--- src/rtl/stream_arbiter_ctrl.sv ---
// stream_arbiter_ctrl: packet-level QoS arbiter sharing one master stream among STREAM_COUNT slaves.
// Define STREAM_ARB_RR_TIEBREAK_EN for round-robin tie-break among equal-QoS streams (default: lowest index).
module stream_arbiter_ctrl #(
   parameter  int T_DATA_WIDTH = 8,
   parameter  int T_QOS__WIDTH = 4,
   parameter  int STREAM_COUNT = 2,
   localparam int IW           = $clog2(STREAM_COUNT) + 1
) (
   input  logic                                      clk,
   input  logic                                      rst_n,
   input  logic [STREAM_COUNT-1:0][T_DATA_WIDTH-1:0] s_data_i,
   input  logic [STREAM_COUNT-1:0][T_QOS__WIDTH-1:0] s_qos_i,
   input  logic [STREAM_COUNT-1:0]                   s_valid_i,
   input  logic [STREAM_COUNT-1:0]                   s_last_i,
   output logic [STREAM_COUNT-1:0]                   s_ready_o,
   output logic [T_DATA_WIDTH-1:0]                   m_data_o,
   output logic                                      m_valid_o,
   output logic                                      m_last_o,
   input  logic                                      m_ready_i,
   output logic [IW-1:0]                             m_id_o,
   output logic [T_QOS__WIDTH-1:0]                   m_qos_o
);

   typedef enum logic {ST_IDLE, ST_GRANT} state_t;

   state_t                  state_q;
   logic [IW-1:0]           grant_idx_q;
   logic [T_QOS__WIDTH-1:0] qos_q;

   logic [IW-1:0]           grant_idx_d;
   logic [T_QOS__WIDTH-1:0] qos_d;
   logic                    win_found;
   int                      win_dist;
   int                      cand_dist;
   logic [STREAM_COUNT-1:0] sel;
   logic                    pkt_end;

`ifdef STREAM_ARB_RR_TIEBREAK_EN
   logic [IW-1:0] last_grant_q;
   int            rr_start;

   assign rr_start = (int'(last_grant_q) >= STREAM_COUNT - 1) ? 0 : int'(last_grant_q) + 1;
`endif

   // Highest QoS wins; among equals the smallest distance from the scan start wins.
   always_comb begin
      win_found   = 1'b0;
      grant_idx_d = IW'(STREAM_COUNT);
      qos_d       = '0;
      win_dist    = 0;
      cand_dist   = 0;
      for (int i = 0; i < STREAM_COUNT; i++) begin
`ifdef STREAM_ARB_RR_TIEBREAK_EN
         cand_dist = i - rr_start;
         if (cand_dist < 0) cand_dist = cand_dist + STREAM_COUNT;
`else
         cand_dist = i;
`endif
         if (s_valid_i[i] && (!win_found || (s_qos_i[i] > qos_d) ||
                              ((s_qos_i[i] == qos_d) && (cand_dist < win_dist)))) begin
            win_found   = 1'b1;
            grant_idx_d = IW'(i);
            qos_d       = s_qos_i[i];
            win_dist    = cand_dist;
         end
      end
   end

   for (genvar gi = 0; gi < STREAM_COUNT; gi++) begin : g_sel
      assign sel[gi]       = (state_q == ST_GRANT) && (grant_idx_q == IW'(gi));
      assign s_ready_o[gi] = sel[gi] & m_ready_i;
   end

   // Data path is unregistered: the granted source sees backpressure in the same cycle.
   always_comb begin
      m_data_o  = '0;
      m_last_o  = 1'b0;
      m_valid_o = 1'b0;
      for (int i = 0; i < STREAM_COUNT; i++) begin
         if (sel[i]) begin
            m_data_o  = s_data_i[i];
            m_last_o  = s_last_i[i];
            m_valid_o = s_valid_i[i];
         end
      end
   end

   assign pkt_end = m_valid_o & m_ready_i & m_last_o;

   always_ff @(posedge clk) begin
      if (!rst_n) begin
         state_q      <= ST_IDLE;
         grant_idx_q  <= IW'(STREAM_COUNT);
         qos_q        <= '0;
`ifdef STREAM_ARB_RR_TIEBREAK_EN
         last_grant_q <= IW'(STREAM_COUNT - 1);
`endif
      end else begin
         case (state_q)
            ST_IDLE: begin
               if (|s_valid_i) begin
                  state_q     <= ST_GRANT;
                  grant_idx_q <= grant_idx_d;
                  qos_q       <= qos_d;
               end
            end
            ST_GRANT: begin
               if (pkt_end) begin
                  state_q      <= ST_IDLE;
                  grant_idx_q  <= IW'(STREAM_COUNT);
`ifdef STREAM_ARB_RR_TIEBREAK_EN
                  last_grant_q <= grant_idx_q;
`endif
               end
            end
            default: state_q <= ST_IDLE;
         endcase
      end
   end

   assign m_id_o  = grant_idx_q;
   assign m_qos_o = qos_q;

endmodule

--- config.mk ---
export PLATFORM = sky130hd
export DESIGN_NAME = stream_arbiter_ctrl
export DESIGN_NICKNAME = d
export VERILOG_FILES = /design/src/rtl/stream_arbiter_ctrl.sv
export SDC_FILE = /design/constraint.sdc
export NUM_CORES = 1
export LEC_CHECK = 0
export ABC_AREA = 1
export BUFFER_PORTS_ARGS = -buffer_cell sky130_fd_sc_hd__buf_2
export CORE_AREA = 2 2 45 47
export CTS_CLUSTER_SIZE = 25
export DETAILED_ROUTE_END_ITERATION = 8
export DIE_AREA = 0 0 47 49
export HOLD_SLACK_MARGIN = 0.08
export PLACE_DENSITY = 0.72
export REMOVE_ABC_BUFFERS = 1
export SLEW_MARGIN = 20
export SYNTH_ARGS = -nofsm -noshare
export SYNTH_HDL_FRONTEND = slang
export SYNTH_SLANG_ARGS = --single-unit
export TNS_END_PERCENT = 1
--- constraint.sdc ---
create_clock -name clk -period 1.3 [get_ports clk]
set_input_delay 0.065 -clock clk [delete_from_list [all_inputs] [get_ports clk]]
set_output_delay 0.065 -clock clk [all_outputs]
set_load 0.03 [all_outputs]
; ---- Word level (Yosys, flattened, before mapping)
; Cells that the tools add are included.
[totals]
inputBits = 31
regBits = 7
word_cells = 38
[op_classes]
n_eq_ne = 3
n_lt_le_gt_ge = 1
n_mux = 17
n_reduce_logical = 9
bitwise_logic = 5
[ops]
columns = op, count
row1 = 2-to-1 mux 8 bit, 2
row2 = 2-to-1 mux 2 bit, 4
row3 = 2-to-1 mux 4 bit, 2
row4 = 2-to-1 mux 1 bit, 7
row5 = AND 1 bit, 4
row6 = greater-than comparator 4 bit, 1
row7 = case mux 2 bit (2 select lines), 1
row8 = AND reduction 2 bit, 2
row9 = logical AND 1 bit, 3
row10 = equality test 2 x 1 -> 1 bit (second input constant), 1
row11 = zero test 2 bit, 1
row12 = inequality test 2 x 1 -> 1 bit (second input constant), 1
row13 = inequality test 2 bit (second input constant), 1
row14 = case mux 1 bit (2 select lines), 1
row15 = OR reduction 2 bit, 1
row16 = zero test 1 bit, 1
row17 = logical OR 1 bit, 1
row18 = NOT 1 bit, 1

; ---- Depth between registers and ports, before layout
[depth]
word_depth = 8
mapped_depth = 15
depth_no_buf = 15

; ---- Worst setup path after synthesis
; OpenSTA, ideal clock, no wires.
[synth_timing]
path_type = reg-to-reg
startpoint = register grant_idx_q[0] (netlist: m_id_o[0])
endpoint = register state_q
setup_ns = 0.109
arrival_time_ns = 1.860
setup_slack_ns = -0.669
required_time_ns = 1.191
n_path_buf = 0
path_stages_with_launch = 8
path_cell_list = dfxtp_1 -> nand3_1 -> o21ai_0 -> nand3_2 -> nand2_2 -> inv_2 -> nand2_1 -> inv_1
[synth_via]
elab_cells_between_ends = 12
[synth_lines]
columns = item, line
row1 = "start, declared", 27  ; logic [IW-1:0] grant_idx_q;
row2 = "start signal, assigned", 93  ; grant_idx_q <= IW'(STREAM_COUNT);
row3 = "start signal, assigned", 103  ; grant_idx_q <= grant_idx_d;
row4 = "start signal, assigned", 110  ; grant_idx_q <= IW'(STREAM_COUNT);
row5 = zero test 2 bit, 70  ; assign sel[gi] = (state_q == ST_GRANT) && (grant_idx_q == IW'(gi));
row6 = logical AND 1 bit, 70
row7 = 2-to-1 mux 1 bit, 80  ; if (sel[i]) begin
row8 = 2-to-1 mux 1 bit *, 80
row9 = net m_last_o, 18  ; output logic m_last_o,
row10 = AND 1 bit *, 88  ; assign pkt_end = m_valid_o & m_ready_i & m_last_o;
row11 = 2-to-1 mux 1 bit *, 108  ; if (pkt_end) begin
row12 = case mux 1 bit (2 select lines) *, 99  ; case (state_q)
row13 = "end signal, assigned", 92  ; state_q <= ST_IDLE;
row14 = "end signal, assigned", 102  ; state_q <= ST_GRANT;
row15 = "end signal, assigned", 109  ; state_q <= ST_IDLE;
row16 = "end, declared", 26  ; state_t state_q;
; The timed path passes the listed nets; every way through them passes the cells marked *.
; A chain may end at the register's enable or synchronous reset.

; ---- Worst setup path after layout
[layout_timing]
startpoint = register grant_idx_q[0] (netlist: m_id_o[0])
endpoint = output port m_data_o[4]
[layout_via]
elab_chain_cells = 4
elab_cells_between_ends = 6
[layout_lines]
columns = item, line
row1 = zero test 2 bit, 70
row2 = logical AND 1 bit, 70
row3 = 2-to-1 mux 8 bit, 80
row4 = 2-to-1 mux 8 bit *, 80
row5 = "end, declared", 16  ; output logic [T_DATA_WIDTH-1:0] m_data_o,
; Every way passes the cells marked *; elsewhere a longest branch is shown, timed or not.

==> impl_metrics.env <==
export IMPL_tns_ps=-251
export IMPL_slowest_delay_ps=320
export IMPL_first_pass_iters=4
export IMPL_numCtsBuffers=3
export IMPL_drc=0
export IMPL_ant_nets=0
export IMPL_cp_end_kind="output port"
export IMPL_min_period_ps=1350
export IMPL_fmax_ghz=0.743
export IMPL_cp_max_fo=8
export IMPL_tightest_slew_ps=280
export IMPL_final_hold_viol_count=0
export IMPL_num_vias=925
export IMPL_fillers=187
export IMPL_drt_iter0_drc=10
export IMPL_tritoncts="yes"
export IMPL_drv_cap=0
export IMPL_cpMostUsedCell="buf_6"
export IMPL_n_antenna_cell=0
export IMPL_worst_path_buf_inv=3
export IMPL_ys_seq_elements=7
export IMPL_mostFrequentLayoutCells="buf_2, inv_1, nand2_1"
export IMPL_yosysWarningCount=0
export IMPL_drive_above_1_share_pct=43.2
export IMPL_die_h_um=49
export IMPL_track_usage_pct=16.6
export IMPL_peakVddDrop_mv=0.531
export IMPL_grt_max_degree=13
export IMPL_clock_latency_ps=250
export IMPL_die_w_um=47
export IMPL_synth_cell_area_sq_um=668
export IMPL_synthCells=114
export IMPL_clk_pin_slew_ps=50
export IMPL_fp_row_count=16
export IMPL_grt_first_pass_wirelength_um=2940
export IMPL_final_common_cell="buf_2"
export IMPL_clock_root_buffer="clkbuf_4"
export IMPL_core_area_sq_mm=0.00184
export IMPL_routed_wl_um=2010
export IMPL_ys_types=18
export IMPL_critPathKind="reg2out"
export IMPL_synth_area_per_cell_sq_um=5.86
export IMPL_dieArea_sq_mm=0.00230
export IMPL_p_leak_nw=0.688
export IMPL_dp_hpwl_um=1560
export IMPL_path_cells="buf_6 > nor2_4 > buf_6 > nand3_1 > o21ai_1 > buf_4"
export IMPL_grt_overflow=0
export IMPL_maxSlewViolCount=0
export IMPL_hold_buffers=0
export IMPL_slew_headroom_pct=81.3
export IMPL_cts_buffer_depth=2
export IMPL_placed_area_sq_mm=0.00101
export IMPL_cp_top_family="buffers and inverters"
export IMPL_viasPerCell=4.56
export IMPL_seq_area_sq_um=141
export IMPL_gp_congestion=0.752
export IMPL_violations="setup timing"
export IMPL_worstPathRequired_ps=1240
export IMPL_p_per_area_mw_per_mm2=715
export IMPL_antenna_found_initial=0
export IMPL_rsz0062_at_grt="yes"
export IMPL_syn_to_final_growth_pct=68.0
export IMPL_h_tree_depth=1
export IMPL_start_util_pct=36.3
export IMPL_io_pin_count=49
export IMPL_cp_arrival_ps=1280
export IMPL_design_area_sq_mm=0.00112
export IMPL_grt_pass1_vias=818
export IMPL_status="finished with violations"
export IMPL_layout_nets=212
export IMPL_setup_violations=10
export IMPL_post_drt_wl_per_cell_um=9.90
export IMPL_cts_sinks=7
export IMPL_final_setup_skew_ps=0.822
export IMPL_hold_path_class="in2reg"
export IMPL_p_total_mw=0.802
export IMPL_crit_path_top_delay_cell="dfxtp_2"
export IMPL_seq_area_frac_synth_pct=21.0
export IMPL_post_route_util_pct=60.9
export IMPL_fin_ws_ps=-46.1
export IMPL_startpoint_type="flip-flop"
export IMPL_port_buffers=48
export IMPL_post_route_period_util_pct=104
export IMPL_multi_input_area_sq_um=425
flip-flops by register name, summed over array words and instances, names as in the netlist:
name	flops
m_id_o	2
m_qos_o	4
state_q	1
metrics by stage:
stage,setup WS (ps),hold WS (ps),std cells
final,-46.1,113,203
after global routing,-131,140,203
after CTS,-44.9,106,203
after detailed placement,-138,384,198
after global placement,-76.5,386,198
after floorplan,-924,229,112
report_power, final:
group          leakage, nW  total [mW]  switching, mW  internal, mW
combinational        0.614       0.360          0.210         0.149
sequential          0.0586       0.244         0.0101         0.234
clock               0.0150       0.198         0.0811         0.117
total                0.688       0.802          0.302         0.500
metal layers:
| metal | GRT usage [%] | up-vias | share of wire [%] |
|---|---|---|---|
| met5 | 0 | - | 0 |
| met4 | 2.78 | 0 | 0 |
| met3 | 4.44 | 0 | 10 |
| met2 | 33.6 | 44 | 51 |
| met1 | 15.3 | 403 | 39 |
| li1 | - | 478 | - |
cells by family after synthesis:
group           after synthesis  share of synthesized area (%)
compound gates               14                           14.6
fa+ha+maj                     4                           7.49
buf+inv                      32                           18.7
flops                         7                           21.0
simple gates                 57                           38.2
worst register-to-register path: stages (launching register included):
cell	delay, ps
dfxtp_1	300
inv_1	80
nand3_2	110
buf_4	170
o22ai_4	170
nand3_2	90
nand2_2	80
inv_2	40
nand2_1	50
inv_1	30
cell type report:
cell class              instances  share of cell area, %
flip-flops and latches          7                   12.6
repair buffers                 60                   34.1
clock buffers                   4                   2.34
well taps                      27                   3.01
inverters                      30                   10.0
multi-input cells              75                   37.9
worst paths after layout:
| kind | depth (start not counted) | start | endpoint | slack (ps) |
|---|---|---|---|---|
| max | 6 | m_id_o[0] | m_data_o[4] | -50 |
| min | 3 | rst_n | m_id_o[0] | 110 |
| max reg2reg | 9 | m_id_o[1] | state_q | 90 |
| min reg2reg | 2 | m_id_o[1] | m_id_o[1] | 500 |
synth_stat cells:
master	number	area, sq um
buf_2	1	5.00
nor2_4	1	11.3
inv_1	29	109
o21ai_0	9	45.0
a21oi_1	1	5.00
ha_1	4	50.1
nand2_1	24	90.1
o22ai_1	1	6.26
a21oi_4	1	16.3
o21ai_1	1	5.00
nor2_1	10	37.5
nand3_2	1	10.0
o22ai_4	1	20.0
buf_4	1	7.51
nand2_2	1	6.26
nand3_1	20	100
inv_2	1	3.75
dfxtp_1	7	140
what timing repair did:
item,4_1_cts,5_1_grt
setup buffers,1,0
pin swaps,1,0
resized for setup,26,8
endpoints found under the setup margin,11,17
(Power assumes the default switching activity.)
